===== src/rtl/ins_encoder.sv =====
// ---------------------------------------------------------------------------
// ins_encoder
//   Packs ALU instruction fields into the 16-bit CPU instruction word
//   {3'b000, op[3:0], r1[2:0], r2[2:0], r3[2:0]} and writes the words to
//   instruction memory in order. This is the write-side counterpart of the
//   CU decoder and is used by the program loader.
//
//   Fields are buffered in a DEPTH-entry FIFO. The write address
//   auto-increments after each accepted write and returns to 0 once the
//   program has been written. A one-cycle done pulse marks the end of a
//   program.
//
// Parameters
//   DEPTH   FIFO entries (power of two, >= 2)
//   ADDR_W  instruction memory address width
//
// Ports
//   clk        rising-edge clock
//   rst        synchronous active-high reset
//   in_valid   field set valid
//   in_ready   encoder can accept (registered); transfer = in_valid & in_ready
//   in_op      ALU op: 0 add, 1 sub, 2 and, 3 or, 4 sll, 5 srl (>5 illegal)
//   in_r1      destination register  -> word[8:6]
//   in_r2      source 1              -> word[5:3]
//   in_r3      source 2              -> word[2:0]
//   in_last    final instruction of the program
//   mem_we     write request, held until mem_ready
//   mem_addr   write address
//   mem_wdata  encoded word (FIFO head)
//   mem_ready  memory accepts the write this cycle
//   busy       encoder is not idle
//   done       one-cycle pulse: program fully written
//   err        sticky: an illegal op was rejected
//   err_cnt    (only with ENC_ERR_CNT_EN) saturating count of rejected ops
//
// Configuration macro
//   ENC_ERR_CNT_EN  adds the err_cnt output and its counter.
// ---------------------------------------------------------------------------
module ins_encoder #(
    parameter int DEPTH  = 4,
    parameter int ADDR_W = 8
) (
    input  logic              clk,
    input  logic              rst,
    input  logic              in_valid,
    output logic              in_ready,
    input  logic [3:0]        in_op,
    input  logic [2:0]        in_r1,
    input  logic [2:0]        in_r2,
    input  logic [2:0]        in_r3,
    input  logic              in_last,
    output logic              mem_we,
    output logic [ADDR_W-1:0] mem_addr,
    output logic [15:0]       mem_wdata,
    input  logic              mem_ready,
    output logic              busy,
    output logic              done,
`ifdef ENC_ERR_CNT_EN
    output logic              err,
    output logic [7:0]        err_cnt
`else
    output logic              err
`endif
);

    localparam int PTR_W = $clog2(DEPTH);
    localparam int CNT_W = PTR_W + 1;

    typedef enum logic [1:0] {
        ST_IDLE  = 2'd0,
        ST_RUN   = 2'd1,
        ST_FLUSH = 2'd2,
        ST_DONE  = 2'd3
    } state_t;

    state_t              state_q, state_d;
    logic [15:0]         fifo_q [DEPTH];
    logic [15:0]         fifo_d [DEPTH];
    logic [PTR_W-1:0]    wr_ptr_q, wr_ptr_d;
    logic [PTR_W-1:0]    rd_ptr_q, rd_ptr_d;
    logic [CNT_W-1:0]    count_q, count_d;
    logic [ADDR_W-1:0]   addr_q, addr_d;
    logic                in_ready_q, in_ready_d;
    logic                err_q, err_d;
`ifdef ENC_ERR_CNT_EN
    logic [7:0]          err_cnt_q, err_cnt_d;
`endif

    logic                xfer;
    logic                legal;
    logic                push;
    logic                pop;
    logic [15:0]         word;

    // Next-state computation for FIFO, address, FSM and status flags.
    always_comb begin
        state_d    = state_q;
        fifo_d     = fifo_q;
        wr_ptr_d   = wr_ptr_q;
        rd_ptr_d   = rd_ptr_q;
        count_d    = count_q;
        addr_d     = addr_q;
        err_d      = err_q;
`ifdef ENC_ERR_CNT_EN
        err_cnt_d  = err_cnt_q;
`endif

        xfer  = in_valid & in_ready_q;
        legal = (in_op <= 4'd5);
        push  = xfer & legal;
        pop   = (count_q != {CNT_W{1'b0}}) & mem_ready;
        word  = {3'b000, in_op, in_r1, in_r2, in_r3};

        if (pop) begin
            rd_ptr_d = rd_ptr_q + PTR_W'(1'b1);
            addr_d   = addr_q + ADDR_W'(1'b1);   // wraps silently
        end else begin
            rd_ptr_d = rd_ptr_q;
        end

        if (push) begin
            fifo_d[wr_ptr_q] = word;
            wr_ptr_d         = wr_ptr_q + PTR_W'(1'b1);
        end else begin
            wr_ptr_d = wr_ptr_q;
        end

        case ({push, pop})
            2'b10:   count_d = count_q + CNT_W'(1'b1);
            2'b01:   count_d = count_q - CNT_W'(1'b1);
            default: count_d = count_q;
        endcase

        // Illegal op: handshake completes but the word is dropped.
        if (xfer & ~legal) begin
            err_d = 1'b1;
`ifdef ENC_ERR_CNT_EN
            if (err_cnt_q != 8'hFF) begin
                err_cnt_d = err_cnt_q + 8'd1;
            end else begin
                err_cnt_d = err_cnt_q;
            end
`endif
        end else begin
            err_d = err_q;
        end

        case (state_q)
            ST_IDLE: begin
                if (xfer) begin
                    state_d = in_last ? ST_FLUSH : ST_RUN;
                end else begin
                    state_d = ST_IDLE;
                end
            end
            ST_RUN: begin
                if (xfer & in_last) begin
                    state_d = ST_FLUSH;
                end else begin
                    state_d = ST_RUN;
                end
            end
            ST_FLUSH: begin
                // Empty FIFO means no write is being presented.
                if (count_q == {CNT_W{1'b0}}) begin
                    state_d = ST_DONE;
                end else begin
                    state_d = ST_FLUSH;
                end
            end
            ST_DONE: begin
                state_d = ST_IDLE;
                addr_d  = {ADDR_W{1'b0}};
            end
            default: begin
                state_d = ST_IDLE;
            end
        endcase

        // Ready is registered from next-cycle occupancy and state, so a pop
        // while full reopens the input one cycle later with no path from
        // mem_ready to in_ready.
        in_ready_d = (count_d != CNT_W'(DEPTH)) &&
                     ((state_d == ST_IDLE) || (state_d == ST_RUN));
    end

    // State registers with synchronous reset.
    always_ff @(posedge clk) begin
        if (rst) begin
            state_q    <= ST_IDLE;
            for (int i = 0; i < DEPTH; i++) begin
                fifo_q[i] <= 16'h0000;
            end
            wr_ptr_q   <= {PTR_W{1'b0}};
            rd_ptr_q   <= {PTR_W{1'b0}};
            count_q    <= {CNT_W{1'b0}};
            addr_q     <= {ADDR_W{1'b0}};
            in_ready_q <= 1'b0;
            err_q      <= 1'b0;
`ifdef ENC_ERR_CNT_EN
            err_cnt_q  <= 8'h00;
`endif
        end else begin
            state_q    <= state_d;
            fifo_q     <= fifo_d;
            wr_ptr_q   <= wr_ptr_d;
            rd_ptr_q   <= rd_ptr_d;
            count_q    <= count_d;
            addr_q     <= addr_d;
            in_ready_q <= in_ready_d;
            err_q      <= err_d;
`ifdef ENC_ERR_CNT_EN
            err_cnt_q  <= err_cnt_d;
`endif
        end
    end

    assign in_ready  = in_ready_q;
    assign mem_we    = (count_q != {CNT_W{1'b0}});
    assign mem_wdata = fifo_q[rd_ptr_q];
    assign mem_addr  = addr_q;
    assign busy      = (state_q != ST_IDLE);
    assign done      = (state_q == ST_DONE);
    assign err       = err_q;
`ifdef ENC_ERR_CNT_EN
    assign err_cnt   = err_cnt_q;
`endif

endmodule

===== config.mk =====
export PLATFORM = sky130hd
export DESIGN_NAME = ins_encoder
export DESIGN_NICKNAME = d
export VERILOG_FILES = /design/src/rtl/ins_encoder.sv
export SDC_FILE = /design/constraint.sdc
export NUM_CORES = 1
export LEC_CHECK = 0
export CAP_MARGIN = 30
export CORE_MARGIN = 8
export CORE_UTILIZATION = 42
export DETAILED_ROUTE_END_ITERATION = 12
export PLACE_DENSITY = 0.68
export SLEW_MARGIN = 15
export SYNTH_ARGS = -nofsm -noshare
export SYNTH_HDL_FRONTEND = slang
export SYNTH_SLANG_ARGS = --single-unit
export TNS_END_PERCENT = 5

===== constraint.sdc =====
create_clock -name clk -period 4.8 [get_ports clk]
set_input_delay 0.96 -clock clk [delete_from_list [all_inputs] [get_ports clk]]
set_output_delay 0.96 -clock clk [all_outputs]
set_load 0.02 [all_outputs]

Word-level counts from Yosys, hierarchy flattened
Cells that the tools add are included.
{ "word_totals": {"ff_bits": 83, "input_bits": 18, "out_inout_bits": 29, "word_cells": 56} }
{ "op_classes": {"addsub": 5, "order_cmp": 4, "n_eq_ne": 7, "n_mux": 12, "n_bitwise": 8, "reduce_logical": 9} }
{ "ops": {"columns": ["operator", "n"], "rows": [
  ["bitwise mux 64 bit", 1],
  ["2-to-1 mux 16 bit", 3],
  ["binary-select mux 16 bit (select 2 bit)", 1],
  ["demux 16 bit (select 2 bit)", 1],
  ["adder 8 x 1 -> 8 bit (second input constant)", 1],
  ["case mux 2 bit (4 select lines)", 1],
  ["== test 2 x 1 -> 1 bit (second input constant)", 3],
  ["== test 2 bit (second input constant)", 3],
  ["greater-or-equal comparator 3 bit (second input constant)", 2],
  ["2-to-1 mux 2 bit", 3],
  ["NOT 2 -> 3 bit", 2],
  ["case mux 3 bit (2 select lines)", 1],
  ["AND 1 bit", 5],
  ["adder 2 x 1 -> 2 bit (second input constant)", 2],
  ["less-or-equal comparator 4 x 3 -> 1 bit (second input constant)", 1],
  ["logical NOT 2 bit", 2],
  ["adder 3 x 1 -> 3 bit (second input constant)", 1],
  ["logical NOT 3 bit", 1],
  ["< comparator 3 x 1 -> 1 bit (second input constant)", 1],
  ["inequality test 3 bit (second input constant)", 1],
  ["nonzero test 3 bit", 1],
  ["subtractor 3 x 1 -> 3 bit (second input constant)", 1],
  ["logical AND 1 bit", 2],
  ["nonzero test 2 bit", 1],
  ["other kinds (4)", 4]
]} }

Logic depth before layout (Yosys ltp)
Gate-level depths: netlist of the first run.
{ "logic_depth": {"word_depth": 7, "mapped_depth": 9, "depth_no_buf": 8} }

Least setup slack after synthesis of the first run
Ideal clock, no wire load.
{ "synth_timing": {"path_type": "input to register", "startpoint": "in in_valid", "endpoint": "reg in_ready_q (netlist: in_ready)", "setup_ps": 120, "arrival_ps": 2473, "required_ps": 4680, "slack_ps": 2206, "stages": 7, "path_cell_list": "a21boi_4 > nand2_1 > ha_1 > clkbuf_1 > or3b_2 > a21oi_1 > a21oi_1"} }
{ "synth_between": {"elab_chain_len": 7, "elab_cells_between_ends": 14} }
{ "synth_lines": {"columns": ["element", "line_no", "text"], "rows": [
  ["start, declared", "45", "input logic in_valid,"],
  ["AND 1 bit *", "108", "xfer = in_valid & in_ready_q;"],
  ["AND 1 bit", "157", "if (xfer & in_last) begin"],
  ["2-to-1 mux 2 bit", "157", null],
  ["case mux 2 bit (4 select lines)", "148", "case (state_q)"],
  ["== test 2 x 1 -> 1 bit / logical NOT 2 bit (equally long branches)", "184", "((state_d == ST_IDLE) || (state_d == ST_RUN));"],
  ["logical OR 1 bit", "184", null],
  ["logical AND 1 bit *", "183", "in_ready_d = (count_d != CNT_W'(DEPTH)) &&"],
  ["end signal, assigned", "210", "in_ready_q <= in_ready_d;"],
  ["end, declared", "83", "logic in_ready_q, in_ready_d;"]
]} }
Mark *: on every way between the ends. The rest lies on a longest branch, timed or not.
A chain may end at the register's enable or synchronous reset.

Worst setup path in the final report of the first run
{ "layout_timing": {"startpoint": "reg rd_ptr_q[1]", "endpoint": "out mem_wdata[12]"} }
{ "layout_between": {"elab_chain_len": 4} }
{ "layout_lines": {"columns": ["element", "line_no", "text"], "rows": [
  ["start, declared", "80", "logic [PTR_W-1:0] rd_ptr_q, rd_ptr_d;"],
  ["start signal, assigned", "195", "rd_ptr_q <= {PTR_W{1'b0}};"],
  ["start signal, assigned", "207", "rd_ptr_q <= rd_ptr_d;"],
  ["NOT 2 -> 3 bit (not written as such)", "220", "assign mem_wdata = fifo_q[rd_ptr_q];"],
  ["binary-select mux 16 bit (select 2 bit)", "220", null],
  ["2-to-1 mux 16 bit (not written as such) (2 in a row)", "220", null],
  ["end, declared", "54", "output logic [15:0] mem_wdata,"]
]} }
Every way passes these cells. The select of a mux whose other input is x is not followed.

==> impl_metrics.toml, run 1 <==
[run_status]
status = "complete, no violations"

[setup_path]
startpoint_type = "flip-flop"
critPathArrivalTime_ns = 2.17
cp_cell_sequence = "buf_16 > mux4_2 > clkdlybuf4s50_1"
end_kind = "output port"
worstSetupPathType = "reg -> out"
required_ns = 3.84
critPathMaxStageDelay_ns = 0.56
crit_fanout = 11
cp_slowest_cell = "clkdlybuf4s50_1"
critPathTopFamily = "buffers and inverters"
critPathBufInv = 2

[timing]
post-route-min-period_ns = 3.13
fmax_mhz = 319
tns_ns = 0
hold_viol = 0
fin_hold_ws_ns = 0.456
rsz0062_at_grt = "false"
finalSetupViolations = 0
finalClockSkew_ns = 0.00587
max_slew_margin_pct = 46.8
tightest_slew_ns = 0.798
min_period_over_period_pct = 65.3
final_max_slew_viol_count = 0

[clock_network]
cts_max_level = 3
cts_buffer_depth = 2
cts_made_buffers = 9
hold_buffers = 0
clkTransAtPathRegs_ns = 0.08
post_cts_buffers = 0
cts_tree = "built"
clk_latency_ns = 0.34
clkSinkCount = 71
clockRootBuffer = "clkbuf_8"
cts_resized = 0

[hold_path]
hp-class = "reg -> reg"

[synthesis]
synth_top_area_share_pct = 43.3
synthMuxAreaShare_pct = 24.2
async_flop_share_pct = 0
synthXorXnorAreaFrac_pct = 1.60
syn_area_per_cell_um2 = 10.4
synth_adder_area_share_pct = 2.89
postSynthCellCount = 316
synth_edf_count = 0
synth_compound_area_share_pct = 7.62
ys_seq_elements = 71
yosys_warnings = 0
syn_area_um2 = 3290
yosysSeqAreaShare_pct = 43.3
ys_top_cells_by_area = "dfxtp_1 (43%), mux2i_1 (15%), mux4_2 (8.9%), nand2_1 (7.4%), ha_1 (2.3%)"
yosys.area.top_type = "dfxtp_1"
synth_top_family_by_area = "multiplexers"
yosys.cell_count.top_type = "dfxtp_1"
synth_common_cells = "dfxtp_1 (71), nand2_1 (65), mux2i_1 (49)"
synthSimpleGateAreaFrac_pct = 15.6
synthDistinctLibCells = 41
synth_flop_cell = "dfxtp_1"

[floorplanning]
fp.dieW_um = 104
die_area_um2 = 10900
initial_core_util_pct = 43.0
rows = 32
io_pins = 47
core_area_um2 = 7650
die_y_um = 104

[route]
ant_nets = 0
detail_route.wl_per_cell_um = 14.8
vias_per_cell = 5.03
drcViolationCount = 0
wirelength_mm = 6.80
vias = 2315
firstDrtPassIters = 4
drt_iter0_markers = 101

[grt]
grt_pass1_vias = 2360
grtUsageTotal_pct = 12.9
grt_pass1_wl_mm = 11.6
grt_max_degree = 63
antenna_found_initial = 0
grt-ovfl-total = 0

[place]
dp_hpwl_mm = 4.59
gp_congestion = 0.708
placed_area_um2 = 3760
io_buffer_count = 43

[power]
power_mw = 1.57
ir_drop_uv = 260
power-per-cell-area_nw_per_um2 = 393
leakage_nw = 1.64

[job]
cap_violations = 0

[final_layout]
area_delta_synth_final_pct = 21.5
diodes = 0
nNetsFinal = 378
drive_gt1_share_pct = 11.5
finalInstanceArea_um2 = 3990
fin_util_pct = 52.2
-- metrics by stage --
stage	setup WS, ns	cells
final	1.67	460
after global routing	1.56	460
after CTS	1.62	460
after floorplan	2.21	318
after global placement	1.49	443
after detailed placement	1.43	444
-- final timing paths --
path / start / end / slack [ns] / cells past startpoint
min: fifo_q[34]$_SDFFE_PP0P_ / fifo_q[34]$_SDFFE_PP0P_ / 0.46 / 2
min reg2reg: fifo_q[34]$_SDFFE_PP0P_ / fifo_q[34]$_SDFFE_PP0P_ / 0.46 / 2
max reg2reg: in_ready$_SDFF_PP0_ / in_ready$_SDFF_PP0_ / 2.32 / 8
max: rd_ptr_q[1]$_SDFFE_PP0P_ / mem_wdata[12] / 1.67 / 3
-- where the power goes --
part / total (mW) / leakage (nW) / switching, mW / internal (mW)
combinational: 0.327 / 0.956 / 0.158 / 0.169
clock: 0.548 / 0.112 / 0.227 / 0.320
sequential: 0.693 / 0.574 / 0.0740 / 0.619
-- placed cells by master (no fill, tap or decap), drive strengths merged, types with 6 or more instances in the layout --
cell / netlist / routed
xor2: 6 / 6
clkbuf: 8 / 11
nor2: 7 / 7
nand2b: 6 / 6
dfxtp: 71 / 71
nand3: 10 / 10
mux2i: 49 / 49
a21oi: 10 / 10
nand2: 65 / 65
mux4: 13 / 13
and3: 7 / 7
inv: 8 / 7
ha: 6 / 6
clkdlybuf4s50: 0 / 43
-- state kept, by name, indices dropped and copies added (netlist names) --
name and count:
state_q 2, count_q 3, rd_ptr_q 2, mem_addr 8, fifo_q 52, err 1, wr_ptr_q 2, in_ready 1
-- metal layers --
| metal | wire length (µm) | GRT usage, % | vias to the layer above |
|---|---|---|---|
| met5 | 0 | 0 | - |
| met4 | 131 | 5.48 | 0 |
| met3 | 294 | 4.15 | 10 |
| met2 | 3020 | 19.6 | 46 |
| met1 | 3350 | 16.4 | 1084 |
| li1 | - | - | 1175 |
-- cell type report --
| class | count | area, µm² |
|---|---|---|
| Clock buffer | 11 | 151 |
| Clock inverter | 5 | 80.1 |
| Fill cell | 708 | 3660 |
| Inverter | 8 | 30.0 |
| Multi-Input combinational cell | 218 | 1720 |
| Sequential cell | 71 | 1420 |
| Tap cell | 102 | 128 |
| Timing Repair Buffer | 45 | 465 |
-- worst reg2reg max path: cells and delay by family (launching register included) --
family,cells,cell delay (ns)
xor+xnor,1,0.21
mux,1,0.36
simple gates,2,0.78
flops,1,0.43
buf+inv,1,0.07
fa+ha+maj,2,0.44
compound gates,1,0.12
-- kinds of logic after synthesis --
family          after synthesis
compound gates               31
mux                          63
fa+ha+maj                     7
other cells                   1
simple gates                108
xor+xnor                      6
buf+inv                      29
flops                        71
Note: power is estimated with default switching activity, not from simulation.
==> inputs of run 2 (changes only) <==
- clock period: 4.8 -> 2.89 ns (I/O delays scaled with it)
==> run 2 against run 1 <==
  * Flip-flop and latch count stayed put
  * Cell count is 1.5% higher
  * Sequential power is 60% higher
  * First-iteration DRC count is 21% lower
  * Global-route usage is 0.25 points higher
  * Register-to-register slack worse by 1.6 ns
  * Combinational power is 82% higher
  * Clock power is 62% higher
  * Sequential share of layout area is 0.22 points lower
  * Core utilization is 0.33 points higher
  * Power is 65% higher
  * Largest power group unchanged
==> impl_metrics.toml, run 2 (synthesis gave the netlist of run 1 again) <==
[setup_path]
crit_fanout = 13
reg2reg_setup_slack_ns = 0.71
end_kind = "output port"
required_ns = 2.31
r2r_start = "count_q[0]$_SDFF_PP0_"
r2r_cells = 6
worstSetupPathType = "reg -> out"
reg2reg_to = "in_ready$_SDFF_PP0_"
critPathArrivalTime_ns = 2.12
startpoint_type = "flip-flop"

[hold_path]
holdPathEnd = "fifo_q[19]$_SDFFE_PP0P_"
hp-start = "fifo_q[19]$_SDFFE_PP0P_"
hp-class = "reg -> reg"
hold-path-cell-count = 2

[place]
io_buffer_count = 43
pre_cts_ws_ns = 0.163
gp_congestion = 0.716
dp_hpwl_mm = 4.87
placed_area_um2 = 3790

[clock_network]
cts_tree = "built"
clk_latency_ns = 0.34
cts_buffer_depth = 2
cts_max_level = 3
clkTransAtPathRegs_ns = 0.07
cts_made_buffers = 9
hold_buffers = 0
cts_resized = 0
clockRootBuffer = "clkbuf_8"
post_cts_buffers = 0
clkSinkCount = 71

[grt]
grt-ovfl-total = 0
grt_pass1_vias = 2430
grt_max_degree = 50
grtUsageTotal_pct = 13.2
antenna_found_initial = 0
grt_pass1_wl_mm = 11.7

[route]
drt_iter0_markers = 80
vias = 2385
firstDrtPassIters = 4
detail_route.wl_per_cell_um = 14.9
ant_nets = 0
vias_per_cell = 5.11
wirelength_mm = 6.96
drcViolationCount = 0

[floorplanning]
initial_core_util_pct = 43.0
core_area_um2 = 7650
io_pins = 47
die_area_um2 = 10900
die_y_um = 104
rows = 32
fp.dieW_um = 104

[power]
power_mw = 2.59
ir_drop_uv = 419
power-per-cell-area_nw_per_um2 = 646
leakage_nw = 1.67

[timing]
post-route-min-period_ns = 2.70
hold_viol = 0
fmax_mhz = 371
tightest_slew_ns = 0.557
final_max_slew_viol_count = 0
min_period_over_period_pct = 93.4
finalSetupViolations = 0
worst_slack_ns = 0.192
tns_ns = 0
max_slew_margin_pct = 62.9
finalClockSkew_ns = 0.00546
rsz0062_at_grt = "false"

[final_layout]
mostFrequentLayoutCell = "dfxtp_1"
finalInstanceArea_um2 = 4020
final_cell_mix = "dfxtp_1 (71), nand2_1 (65), mux2i_1 (49)"
drive_gt1_share_pct = 12.6
multi_input_area_um2 = 1720
largest-register = "fifo_q"
n_fill_cell = 703
area_delta_synth_final_pct = 22.2
nNetsFinal = 385
largest_reg_flops = 52
diodes = 0
register_area_um2 = 1420

[run_status]
status = "complete, no violations"

[job]
cap_violations = 0
## run 2: changes by cell type in the layout (fill, tap and decap cells not counted)
cell        before  now
buf_4            1    9
buf_16           1    0
clkinvlp_4       2    0
clkbuf_1         0    2
## run 2: worst max-delay path by stage
| stage | startpoint | endpoint | slack [ns] | cells past startpoint |
|---|---|---|---|---|
| 4_1_cts | rd_ptr_q[1]$_SDFFE_PP0P_ | mem_wdata[12] | 0.14 | 3 |
| 5_1_grt | rd_ptr_q[1]$_SDFFE_PP0P_ | mem_wdata[12] | 0.1 | 3 |
| 3_5_place_dp | in_valid | in_ready$_SDFF_PP0_ | 0.16 | 9 |
| 3_3_place_gp | in_valid | in_ready$_SDFF_PP0_ | 0.25 | 9 |
| 2_1_floorplan | in_valid | in_ready$_SDFF_PP0_ | 0.68 | 7 |
| 6_report | rd_ptr_q[1]$_SDFFE_PP0P_ | mem_wdata[12] | 0.19 | 3 |
## run 2: layout make-up
type	instances	area share (%)
clock buffers	13	3.96
multi-input cells	218	42.7
repair buffers	52	12.4
flip-flops and latches	71	35.4
well taps	102	3.18
inverters	8	0.748
clock inverters	3	1.62
## run 2: stage by stage
stage          hold WS [ns]  utilization (%)  cells
6_report              0.459             52.5    467
5_1_grt               0.473             52.5    467
4_1_cts               0.461             52.5    467
3_5_place_dp          0.450             49.6    451
3_3_place_gp          0.441             49.6    451
2_1_floorplan         0.432                -    318
## run 2: power breakdown
part           leakage (nW)  internal [mW]  switching (mW)
Combinational         0.985          0.287           0.307
Sequential            0.574           1.03          0.0817
Clock                 0.114          0.533           0.357
Total                  1.67           1.85           0.745
## run 2: critical path: stages, from the launching register on
cell,delay [ns]
dfxtp_1,0.35
buf_4,0.30
mux4_2,0.57
clkdlybuf4s50_1,0.57
## run 2: per-layer routing
metal	vias up	GRT usage [%]	wire (µm)
li1	1191	-	-
met1	1142	15.6	3190
met2	43	21.0	3300
met3	9	3.97	349
met4	0	6.83	132
met5	-	0	0
==> variant 1, RTL diff (flow settings as in run 2) <==
Set the parameter `ADDR_W` to 9 (it was 8).
--- a/src/rtl/ins_encoder.sv
+++ b/src/rtl/ins_encoder.sv
@@ -39,5 +39,5 @@
 module ins_encoder #(
     parameter int DEPTH  = 4,
-    parameter int ADDR_W = 8
+    parameter int ADDR_W = 9
 ) (
     input  logic              clk,
Interface: changed (resized mem_addr); port bits go from 47 to 48. No check against the original RTL was run, so the function may have changed too.
==> variant 1 against run 2 <==
- synthesized area increased by 0.46%
- cell area increased by 0.25%
- die area increased by 0.39%
- combinational power increased by 8.2%
- via count increased by 2.1%
- largest power group unchanged
- clock skew increased by 0.0023 ns
- total power decreased by 5.5%
- count of clock-buffer cells in the layout decreased by 1
- wire length increased by 3.1%
- worst setup slack improved by 0.038 ns
- sequential cell count increased by 1
==> variant 1: results (changes against run 2) <==
1st-iter DRT viols 78 (was 80); HPWL after detailed placement 4950 um (was 4870 um); ant diodes 0 (unchanged); global-route wire length before repair 12,100 um (was 11,700 um); Final Hold Fails 0 (unchanged); DR vias 2,435 (was 2,385); CTS buffer count 9 (unchanged); Setup WS pre-CTS 0.161 ns (was 0.163 ns); GRT Overall Usage 13.4% (was 13.2%); post-CTS sizing 0 (unchanged); Critical Path Max Stage Delay 0.58 ns; clock latency at the later pin of the worst-skew pair 0.33 ns; Worst Skew 0.00780 ns (was 0.00546 ns); Port Buffers 44 (was 43); hold crit path type flip-flop to flip-flop (unchanged); DP Area 0.00385 mm^2 (was 0.00379 mm^2); Least-Margin Pin Slew 0.531 ns (was 0.557 ns); Hold Buf Count CTS 0 (unchanged); Area contributors post-synth dfxtp_1 44%, mux2i_1 15%, mux4_2 8.9% (was dfxtp_1 43%, mux2i_1 15%, mux4_2 8.9%); initial antenna violation count 0 (unchanged); CP max-delay cell mux4_2 (unchanged); DP Cell Count 462 (was 451); count of cell types in the netlist 46 (was 41); Largest register FFs 52 (unchanged); share of cells above drive strength 1 13.9% (was 12.6%); nets 396 (was 385); register name with the most flops fifo_q (unchanged); H-tree Lvls 3 (unchanged); status complete, no violations (unchanged); clock slew at reported path FFs 0.07 ns (about the same); post-CTS setup buffers 0 (unchanged); Vias/cell 5.10 (was 5.11); drt first pass iters 4 (unchanged); Synth warnings 0 (unchanged); GPL Wtd Cong 0.835 (was 0.716); ys async rst share 0% (unchanged); Max clock buf depth 2 (unchanged); Root Buffer clkbuf_8 (unchanged); largest fanout on the critical path 14 (was 13); vias in the first global route 2,525 (was 2,430); drt wl/cell 15.0 um (was 14.9 um); most frequent cells after synthesis 72 x dfxtp_1, 66 x nand2_1, 50 x mux2i_1 (was 71 x dfxtp_1, 65 x nand2_1, 49 x mux2i_1); peak supply drop 0.289 mV (was 0.419 mV); Leak 1.69 nW (was 1.67 nW); syn avg cell area 10.2 um^2 (was 10.4 um^2); CP arrival 2.08 ns (was 2.12 ns); sequential area share after synthesis 43.7% (was 43.3%); largest net degree at the start of global routing 56 (was 50)
-- variant 1: worst paths after layout --
| path | from | endpoint | slack (ns) | cells past startpoint |
|---|---|---|---|---|
| worst min register to register | fifo_q[39] | fifo_q[39] | 0.46 | 2 |
| worst min-delay path | fifo_q[39] | fifo_q[39] | 0.46 | 2 |
| worst max register to register | count_q[0] | in_ready | 0.74 | 6 |
| worst max-delay path | rd_ptr_q[1] | mem_wdata[12] | 0.23 | 3 |
-- variant 1: power breakdown --
group          switching [W]  leakage (nW)  internal [W]
combinational       0.000340          1.02      0.000303
sequential         0.0000636         0.582       0.00104
clock               0.000351        0.0882      0.000351
total               0.000754          1.69       0.00170
-- variant 1: final cells by class --
class / instances / area (um^2)
Clock inverter: 3 / 17.5
Sequential cell: 72 / 1440
Inverter: 9 / 33.8
Clock buffer: 12 / 155
Multi-Input combinational cell: 224 / 1720
Timing Repair Buffer: 55 / 536
Fill cell: 718 / 3660
Tap cell: 102 / 128
-- variant 1: cell families after synthesis --
family / count (synthesis) / share of synthesized area, %
other: 1 / 0.114
multiplexers: 64 / 24.4
AO/OA/AOI/OAI: 30 / 6.29
buffers and inverters: 31 / 4.59
adder cells (fa/ha/maj): 7 / 2.88
flip-flops: 72 / 43.7
XOR/XNOR: 6 / 1.59
AND/OR/NAND/NOR: 114 / 16.5
-- variant 1: routing by layer --
metal	wire length, um	global-route usage (%)
met1	3340	15.6
met2	3360	21.9
met3	371	4.42
met4	99	6.01
met5	0	0
-- variant 1: worst max-delay path, delay by kind of cell (launching register included) --
kind	cells	cell delay [ns]
multiplexers	1	0.58
flip-flops	1	0.31
buffers and inverters	2	0.85
==> variant 2, RTL diff (flow settings as in run 2) <==
Made on the original files. Re-encode `state_t` (4 states) as one-hot, 4 bits wide.
--- a/src/rtl/ins_encoder.sv
+++ b/src/rtl/ins_encoder.sv
@@ -67,9 +67,9 @@
     localparam int CNT_W = PTR_W + 1;
 
-    typedef enum logic [1:0] {
-        ST_IDLE  = 2'd0,
-        ST_RUN   = 2'd1,
-        ST_FLUSH = 2'd2,
-        ST_DONE  = 2'd3
+    typedef enum logic [3:0] {
+        ST_IDLE  = 4'b0001,
+        ST_RUN   = 4'b0010,
+        ST_FLUSH = 4'b0100,
+        ST_DONE  = 4'b1000
     } state_t;
 
Function: same outputs for any inputs over 10 cycles, from zero or initial values and one cycle with rst high; not proved beyond that.
==> variant 2 against run 2 <==
- fmax is 0.73% higher
- clock skew is 0.0016 ns higher
- synthesized cell count is 1.9% higher
- total power is 4.5% lower
- count of clock-buffer cells in the layout is 2 lower
- synthesized area hardly changed
- worst setup slack better by 0.020 ns
- sequential share of layout area is 1.0 points higher
- cell area hardly changed
- sequential cell count is 2 higher
- wire length is 0.14% lower
- critical path type unchanged
==> variant 2: results (changes against run 2) <==
status complete, no violations (unchanged); count of cell types in the netlist 42 (was 41); sequential area share after synthesis 44.4% (was 43.3%); CTS buffer count 9 (unchanged); clock slew at reported path FFs 0.08 ns; Leak 1.66 nW (was 1.67 nW); Synth warnings 0 (unchanged); drt first pass iters 4 (unchanged); hold slack 0.459 ns (about the same); DP Cell Count 459 (was 451); GRT Overall Usage 13.0% (was 13.2%); global-route wire length before repair 11,800 um (was 11,700 um); hold path depth 2 (unchanged); Post-synth top flop dfxtp_1 (unchanged); most frequent cells after synthesis 73 x dfxtp_1, 66 x nand2_1, 48 x mux2i_1 (was 71 x dfxtp_1, 65 x nand2_1, 49 x mux2i_1); Largest register FFs 52 (unchanged); Cells after Synth 322 (was 316); Adder-Cell Fraction of Synth Area 2.89% (about the same); Worst Skew 0.00702 ns (was 0.00546 ns); Area contributors post-synth dfxtp_1 44%, mux2i_1 15%, mux4_2 8.9% (was dfxtp_1 43%, mux2i_1 15%, mux4_2 8.9%); mux contribution to synthesized area 23.9% (was 24.2%); non-filler cells, final 475 (was 467); Vias/cell 5.03 (was 5.11); nets 393 (was 385); Hold Path End fifo_q[20] (was fifo_q[19]); ant diodes 0 (unchanged); 1st-iter DRT viols 81 (was 80); largest net degree at the start of global routing 23 (was 50); Reg-to-Reg Start count_q[0] (unchanged); Setup WS pre-CTS 0.0832 ns (was 0.163 ns); GPL Wtd Cong 0.725 (was 0.716); clock latency at the later pin of the worst-skew pair 0.34 ns (about the same); post-CTS setup buffers 0 (unchanged); share of cells above drive strength 1 12.9% (was 12.6%); HPWL after detailed placement 4790 um (was 4870 um); DP Area 0.00382 mm^2 (was 0.00379 mm^2); Root Buffer clkbuf_8 (unchanged); CP arrival 2.10 ns (was 2.12 ns); post-synthesis compound-gate area fraction 5.40% (was 7.62%); register name with the most flops fifo_q (unchanged); initial antenna violation count 0 (unchanged); HP Start fifo_q[20] (was fifo_q[19]); vias in the first global route 2,520 (was 2,430); post-synthesis xor/xnor area fraction 1.86% (was 1.60%); peak supply drop 0.417 mV (was 0.419 mV); ys async rst share 0% (unchanged); R2R depth 8 (was 6); reg2reg end in_ready (unchanged); worst reg-to-reg setup slack 0.70 ns; Max clock buf depth 2 (unchanged); drt wl/cell 14.6 um (was 14.9 um); largest fanout on the critical path 13 (unchanged); Sw Share 30.4% (was 28.7%); Port Buffers 43 (unchanged); hold crit path type flip-flop to flip-flop (unchanged)
-- variant 2: changes by cell type in the layout (fill, tap and decap cells not counted), sizes merged, moves of 3 or more --
| cell | before | now |
|---|---|---|
| nor3b | 0 | 4 |
| nand2b | 6 | 0 |
| nor3 | 0 | 3 |
| o311ai | 5 | 2 |
| buf | 9 | 12 |
-- variant 2: worst max path at each step --
stage                     cells past startpoint           end  slack [ns]        start
after global routing                          3  mem_wdata[1]        0.11  rd_ptr_q[1]
final                                         3  mem_wdata[1]        0.21  rd_ptr_q[1]
after CTS                                     3  mem_wdata[1]        0.18  rd_ptr_q[1]
after global placement                        9      in_ready        0.17     in_op[1]
after floorplan                               9      in_ready        0.62     in_valid
after detailed placement                      9      in_ready        0.08     in_op[1]
-- variant 2: power by group through the flow --
stage          clock network, W  registers, W  logic [W]
3_5_place_dp                  0       0.00114   0.000564
5_1_grt                0.000850       0.00113   0.000618
3_3_place_gp                  0       0.00114   0.000551
4_1_cts                0.000815       0.00112   0.000571
2_1_floorplan                 0       0.00113   0.000375
6_report               0.000796       0.00112   0.000564
-- variant 2: critical path, stage by stage (launching register included) --
cell             delay, ns
dfxtp_1               0.34
buf_4                 0.28
mux4_2                0.56
clkdlybuf4s50_1       0.57
-- variant 2: layer usage --
layer / vias up / part of all wire (%) / GRT usage (%) / wire [um]
met4: 0 / 1.6 / 5.48 / 108
met1: 1127 / 47 / 15.6 / 3260
met3: 10 / 3.8 / 3.04 / 264
met2: 42 / 48 / 21.6 / 3320
li1: 1211 / - / - / -
met5: - / 0 / 0 / 0
-- variant 2: area by class of cell --
type / instances / area, um^2
multi-input combinational: 220 / 1670
fill: 697 / 3630
tap: 102 / 128
clock inverter: 5 / 55.1
clock buffer: 11 / 141
timing repair buffer: 55 / 520
inverter: 9 / 33.8
sequential: 73 / 1460
